<file path="config.mk">
export PLATFORM = sky130hd
export DESIGN_NAME = rgmii_tx_framer
export DESIGN_NICKNAME = d
export VERILOG_FILES = /design/src/rtl/rgmii_tx_framer.sv
export SDC_FILE = /design/constraint.sdc
export NUM_CORES = 1
export LEC_CHECK = 0
export ABC_AREA = 1
export CORE_UTILIZATION = 51
export DETAILED_ROUTE_END_ITERATION = 8
export PLACE_DENSITY_LB_ADDON = 0.3
export SYNTH_ARGS = -nofsm -noshare
export SYNTH_HDL_FRONTEND = slang
export SYNTH_SLANG_ARGS = --single-unit
</file>
<file path="constraint.sdc">
create_clock -name i_clk -period 3.1 [get_ports i_clk]
set_input_delay 0.31 -clock i_clk [delete_from_list [all_inputs] [get_ports i_clk]]
set_output_delay 0.31 -clock i_clk [all_outputs]
set_load 0.01 [all_outputs]
</file>
<file path="src/rtl/rgmii_tx_framer.sv">
// RGMII transmit framer: wraps a byte stream with preamble/SFD, flags payload
// underruns with TX_ER, and enforces the inter-frame gap before the next frame.
module rgmii_tx_framer #(
    parameter int IFG_BYTES = 12
) (
    input  logic       i_clk,
    input  logic       i_reset,
    input  logic       i_valid,
    output logic       o_ready,
    input  logic [7:0] i_data,
    input  logic       i_last,
    output logic [3:0] o_d_rise,
    output logic [3:0] o_d_fall,
    output logic       o_ctl_rise,
    output logic       o_ctl_fall,
    output logic       o_underrun,
    output logic       o_busy
);

    typedef enum logic [2:0] {
        S_IDLE,
        S_PREAMBLE,
        S_DATA,
        S_DRAIN,
        S_IFG
    } state_t;

    localparam logic [3:0] IFG_LAST = 4'(IFG_BYTES - 1);

    state_t     r_state;
    state_t     w_state_nx;
    logic [2:0] r_pre_cnt;
    logic [2:0] w_pre_cnt_nx;
    logic [3:0] r_ifg_cnt;
    logic [3:0] w_ifg_cnt_nx;
    logic [7:0] r_byte;
    logic [7:0] w_byte_nx;
    logic       r_tx_en;
    logic       w_tx_en_nx;
    logic       r_tx_en_xor_er;
    logic       w_tx_en_xor_er_nx;
    logic       r_underrun;
    logic       w_underrun_nx;

    // Outputs are computed from the current state and registered, so the
    // line stream trails the state sequence by exactly one byte clock.
    always_ff @(posedge i_clk or posedge i_reset) begin
        if (i_reset) begin
            r_state        <= S_IDLE;
            r_pre_cnt      <= 3'd0;
            r_ifg_cnt      <= 4'd0;
            r_byte         <= 8'h00;
            r_tx_en        <= 1'b0;
            r_tx_en_xor_er <= 1'b0;
            r_underrun     <= 1'b0;
        end else begin
            r_state        <= w_state_nx;
            r_pre_cnt      <= w_pre_cnt_nx;
            r_ifg_cnt      <= w_ifg_cnt_nx;
            r_byte         <= w_byte_nx;
            r_tx_en        <= w_tx_en_nx;
            r_tx_en_xor_er <= w_tx_en_xor_er_nx;
            r_underrun     <= w_underrun_nx;
        end
    end

    always_comb begin
        w_state_nx        = r_state;
        w_pre_cnt_nx      = r_pre_cnt;
        w_ifg_cnt_nx      = r_ifg_cnt;
        w_byte_nx         = 8'h00;
        w_tx_en_nx        = 1'b0;
        w_tx_en_xor_er_nx = 1'b0;
        w_underrun_nx     = 1'b0;
        case (r_state)
            S_IDLE: begin
                w_pre_cnt_nx = 3'd0;
                w_ifg_cnt_nx = 4'd0;
                if (i_valid) begin
                    w_state_nx = S_PREAMBLE;
                end
            end
            S_PREAMBLE: begin
                w_tx_en_nx        = 1'b1;
                w_tx_en_xor_er_nx = 1'b1;
                if (r_pre_cnt == 3'd7) begin
                    w_byte_nx    = 8'hD5;
                    w_pre_cnt_nx = 3'd0;
                    w_state_nx   = S_DATA;
                end else begin
                    w_byte_nx    = 8'h55;
                    w_pre_cnt_nx = r_pre_cnt + 3'd1;
                end
            end
            S_DATA: begin
                if (i_valid) begin
                    w_byte_nx         = i_data;
                    w_tx_en_nx        = 1'b1;
                    w_tx_en_xor_er_nx = 1'b1;
                    if (i_last) begin
                        w_ifg_cnt_nx = 4'd0;
                        w_state_nx   = S_IFG;
                    end
                end else begin
                    // Underrun: one TX_EN+TX_ER byte corrupts the frame on the wire.
                    w_tx_en_nx    = 1'b1;
                    w_underrun_nx = 1'b1;
                    w_state_nx    = S_DRAIN;
                end
            end
            S_DRAIN: begin
                if (i_valid && i_last) begin
                    w_ifg_cnt_nx = 4'd0;
                    w_state_nx   = S_IFG;
                end
            end
            S_IFG: begin
                if (r_ifg_cnt == IFG_LAST) begin
                    w_ifg_cnt_nx = 4'd0;
                    w_state_nx   = S_IDLE;
                end else begin
                    w_ifg_cnt_nx = r_ifg_cnt + 4'd1;
                end
            end
            default: begin
                w_state_nx   = S_IDLE;
                w_pre_cnt_nx = 3'd0;
                w_ifg_cnt_nx = 4'd0;
            end
        endcase
    end

    assign o_ready    = (r_state == S_DATA) || (r_state == S_DRAIN);
    assign o_busy     = (r_state != S_IDLE);
    assign o_d_rise   = r_byte[3:0];
    assign o_d_fall   = r_byte[7:4];
    assign o_ctl_rise = r_tx_en;
    assign o_ctl_fall = r_tx_en_xor_er;
    assign o_underrun = r_underrun;

endmodule

</file>
==> results.md <==
- The worst setup path is launched from a flip-flop.
- The worst setup margin is 1.170 ns.
- The standard cell with the maximum stage delay on the critical path is clkdlybuf4s50_1.
- During I/O placement, the number of pins put on the boundary was 25.
- The initial antenna violation count is 0.
- The number of sinks handled by clock tree synthesis is 21.
- The family with the most delay on the worst path is buffers and inverters.
- Setup repair after global routing left no endpoint under its margin.
- The fraction of final layout cells with drive strength greater than 1 is 11.85%.
- STA classifies the critical path endpoint as an output pin.
- The number of gates resized after CTS was 0.
- The mapped netlist covers about 990 sq um.
- At the pin with the least slew margin, the transition time is 0.7816 ns.
- The iteration-0 DRC count of the detailed router is 11.
- The floorplan die area is 2118 sq um.
- The signal on the critical path passes through inv_1, nand2_2, inv_1, nand2_1, clkdlybuf4s50_1.
- The die is 46.03 um wide.
- The later-pin clock latency in the skew report is 0.30 ns.
- The worst register-to-register path ends at r_state[1]$_DFFE_PP0P_.
- In this run the worst path has a maximum fanout of 3.
- The register bit total from synthesis is 21.
- The tightest min-delay check is of the primary input to asynchronous set/reset pin type.
- Row generation in the floorplan step produced 15 rows.
- The post-synthesis async set-or-reset flop share is 100.0%.
- The count of buffers from port buffering is 24.
- Compared with the post-synthesis result, the final layout area differs by 30.13%.
- The final-report hold violation count came to 0.
- The cell occurring most often along the worst timing path is inv_1.
- The final wirelength is approximately 2.0 mm.
- The type of the setup path with the least slack is flip-flop to output pin.
- The library cell used most frequently in the layout, excluding fill and tap cells, is nand2_1.
- For this configuration, the core starts out at a cell density of a little under three fifths.
- Of the available clock period, the critical path in the final layout requires 62.27%.
- The clock-pin slew of the registers on the worst-case setup and hold paths is about 0.11 ns.
- Counting flops with a built-in enable in the synthesized netlist gives 0.
- The quantity of hold-fixing buffers added after cts is 0.
- The number of different library cells used by synthesis comes to 20.
- Each instance of the synthesized netlist takes up on average 9.238 sq um.
- The multi-input gate area in the final layout is 414.1 sq um.
- Clock tree synthesis selected as its root buffer the cell clkbuf_4.
- The leakage power of the design is between 0.6 and 0.7 nW.
- At the end of routability-driven placement, the weighted congestion stood at 0.8378.
- Summing all non-filler instances in the final layout gives an area of 1286 sq um.
- The number of remaining DRC errors is 0.
- Adding up every negative setup slack in the final design gives 0 ns.
- The run finished with clean final reports.
- The number of diodes added for antenna fixing is 0.
- Sequential cells were found to cover 53.16% of the synthesized design area.
- The number of placed instances, taps included is approximately 160.
- The final max-slew violation count is 0.
- The number of nets handed over by synthesis was about 120.
- Prior to clock tree synthesis, the placed netlist has a worst setup slack of 1.439 ns.
- The startpoint of the most critical register-to-register path is r_state[2]$_DFFE_PP0P_.
- TritonCTS built the clock tree.
- Dividing the detail-routed wire length by the instance count gives ~13 um.
- The filler cells instantiated in the layout total 145.
- Across the VDD grid, the largest voltage drop is 500.3 uV.
- The pre-antenna-repair detailed-routing pass consisted of 4 iterations.
- The flip-flop cell with the highest count after synthesis is dfrtp_1.
- From bottom edge to top edge, the die measures 46.03 um.
- The power density over the cells is 788.5 nW/um^2.
- The placed wire-length estimate is 1.547 mm.
- In the layout the commonest cells are 29 x nand2_1, 24 x clkdlybuf4s50_1, 21 x dfrtp_1.
- The clock passes through at most 2 buffers.
- The cell count after synthesis came out at approximately 110.
- The number of cells on the worst reg-to-reg path is 6.
- The final route contains roughly 800 vias.
- The number of global-route vias before repair is 760.
- The area inside the core boundary is between 1500 and 2000 sq um.
- The final critical-path required period is a little under 2 ns.
- Global routing used around 22% of the available tracks.
- The area used by sequential logic in the layout is 525.5 sq um.
- The maximum achievable frequency is between 0.5 and 0.6 GHz.
- The count of yosys warnings during synthesis is 0.
- Data on the critical path is required at its endpoint by roughly 2.8 ns.
- The via density per instance is 4.988.
- The largest single stage delay on the critical path is around 0.54 ns.
- The setup-violating endpoint count in the final report is 0.
- The post-CTS setup buffer count is 0.
- Counting the buffers created by CTS gives 3.
- At the end of the flow, the number of nets in the layout was 151.
- Excluding fillers, the count of instances in the completed layout stands at between 150 and 200.
- Across all register-to-register paths, the minimum setup slack is between 1.5 and 2 ns.
- Data arrives at the worst endpoint at approximately 1.6 ns.
- The tightest slew margin relative to the limit is 47.84%.
- Global routing finished with a remaining overflow of 0.
- Across the routed clock network, the largest skew measured is 0.008887 ns.
- The number of max-cap violations is 0.
- The placed cell area is 1260 sq um.
- Entering global routing, the biggest net connects 22 pins.
- The final antenna-violating net count is 0.
- The number of H-tree branching levels is 1.
- After layout, the design draws a total of 1.014 mW.
- The number of buffers and inverters on the critical path is 3.
- The first global-routing pass estimated 3.208 mm of wire.
-- where the power goes --
| part | switching (mW) | leakage, nW | internal (mW) |
|---|---|---|---|
| Sequential | 0.0436 | 0.282 | 0.352 |
| Clock | 0.0775 | 0.0150 | 0.0501 |
| Combinational | 0.274 | 0.380 | 0.217 |
-- worst register-to-register path, cell delays in order (launching register included) --
cell,delay (ns)
dfrtp_1,0.46
nor3_4,0.44
nand2_2,0.09
nand2_1,0.11
inv_1,0.08
nand3_1,0.09
nand2_1,0.06
-- per-layer routing --
layer  track usage [%]  share of wire [%]
met1             27.58                 44
met2             37.46                 51
met3             4.762                3.4
met4             8.824                1.4
met5                 0                  0
-- Yosys cell counts (2+ instances only) --
master | n | area [sq um]
a21oi_1 | 2 | 10.01
dfrtp_1 | 21 | 525.5
ha_1 | 3 | 37.54
inv_1 | 9 | 33.78
inv_2 | 4 | 15.01
nand2_1 | 29 | 108.9
nand2_2 | 2 | 12.51
nand3_1 | 10 | 50.05
nor2_1 | 4 | 15.01
nor2_2 | 3 | 18.77
o21a_1 | 4 | 30.03
o21ai_0 | 5 | 25.02
o21bai_1 | 2 | 15.01
or2_0 | 2 | 12.51
xor2_1 | 2 | 17.52
-- stage by stage --
| stage | hold WS (ns) | util, % |
|---|---|---|
| after floorplan | 0.2865 | - |
| after global placement | 0.4841 | 71.42 |
| after detailed placement | 0.4960 | 71.42 |
| after CTS | 0.4738 | 72.91 |
| after global routing | 0.5074 | 72.91 |
| final | 0.4493 | 72.91 |
-- layout make-up --
cell class                 instances  area share, %
tap                               25          2.432
sequential                        21          40.86
clock buffer                       4          2.043
multi-input combinational         73          32.20
timing repair buffer              24          18.68
inverter                          13          3.794
-- flip-flops by register name, summed over array words and instances, names as in the netlist --
name        count
o_ctl_fall      1
o_underrun      1
o_ctl_rise      1
r_byte          8
r_ifg_cnt       4
r_pre_cnt       3
r_state         3
-- worst max-delay path by stage --
stage	from	end	slack, ns	cells after the start
detailed placement	i_valid	r_state[1]$_DFFE_PP0P_	1.44	8
CTS	r_state[1]$_DFFE_PP0P_	o_busy	1.16	5
global route	r_state[1]$_DFFE_PP0P_	o_ready	1.06	3
global placement	i_valid	r_state[1]$_DFFE_PP0P_	1.44	8
floorplan	r_pre_cnt[0]$_DFFE_PP0N_	r_state[1]$_DFFE_PP0P_	1.87	8
finish	r_state[1]$_DFFE_PP0P_	o_busy	1.17	5
-- kinds of logic (layout without fill, tap and decap cells) --
group,after synthesis,in the layout,synth area share [%]
xor gates and xnor gates,2,2,1.772
AOI/OAI and AO/OA,14,14,9.747
buffers and inverters,13,41,4.936
adders and majority gates,3,3,3.798
and+or+nand+nor,54,54,26.58
DFF,21,21,53.16
No activity file was read; power rests on OpenSTA's default activity.
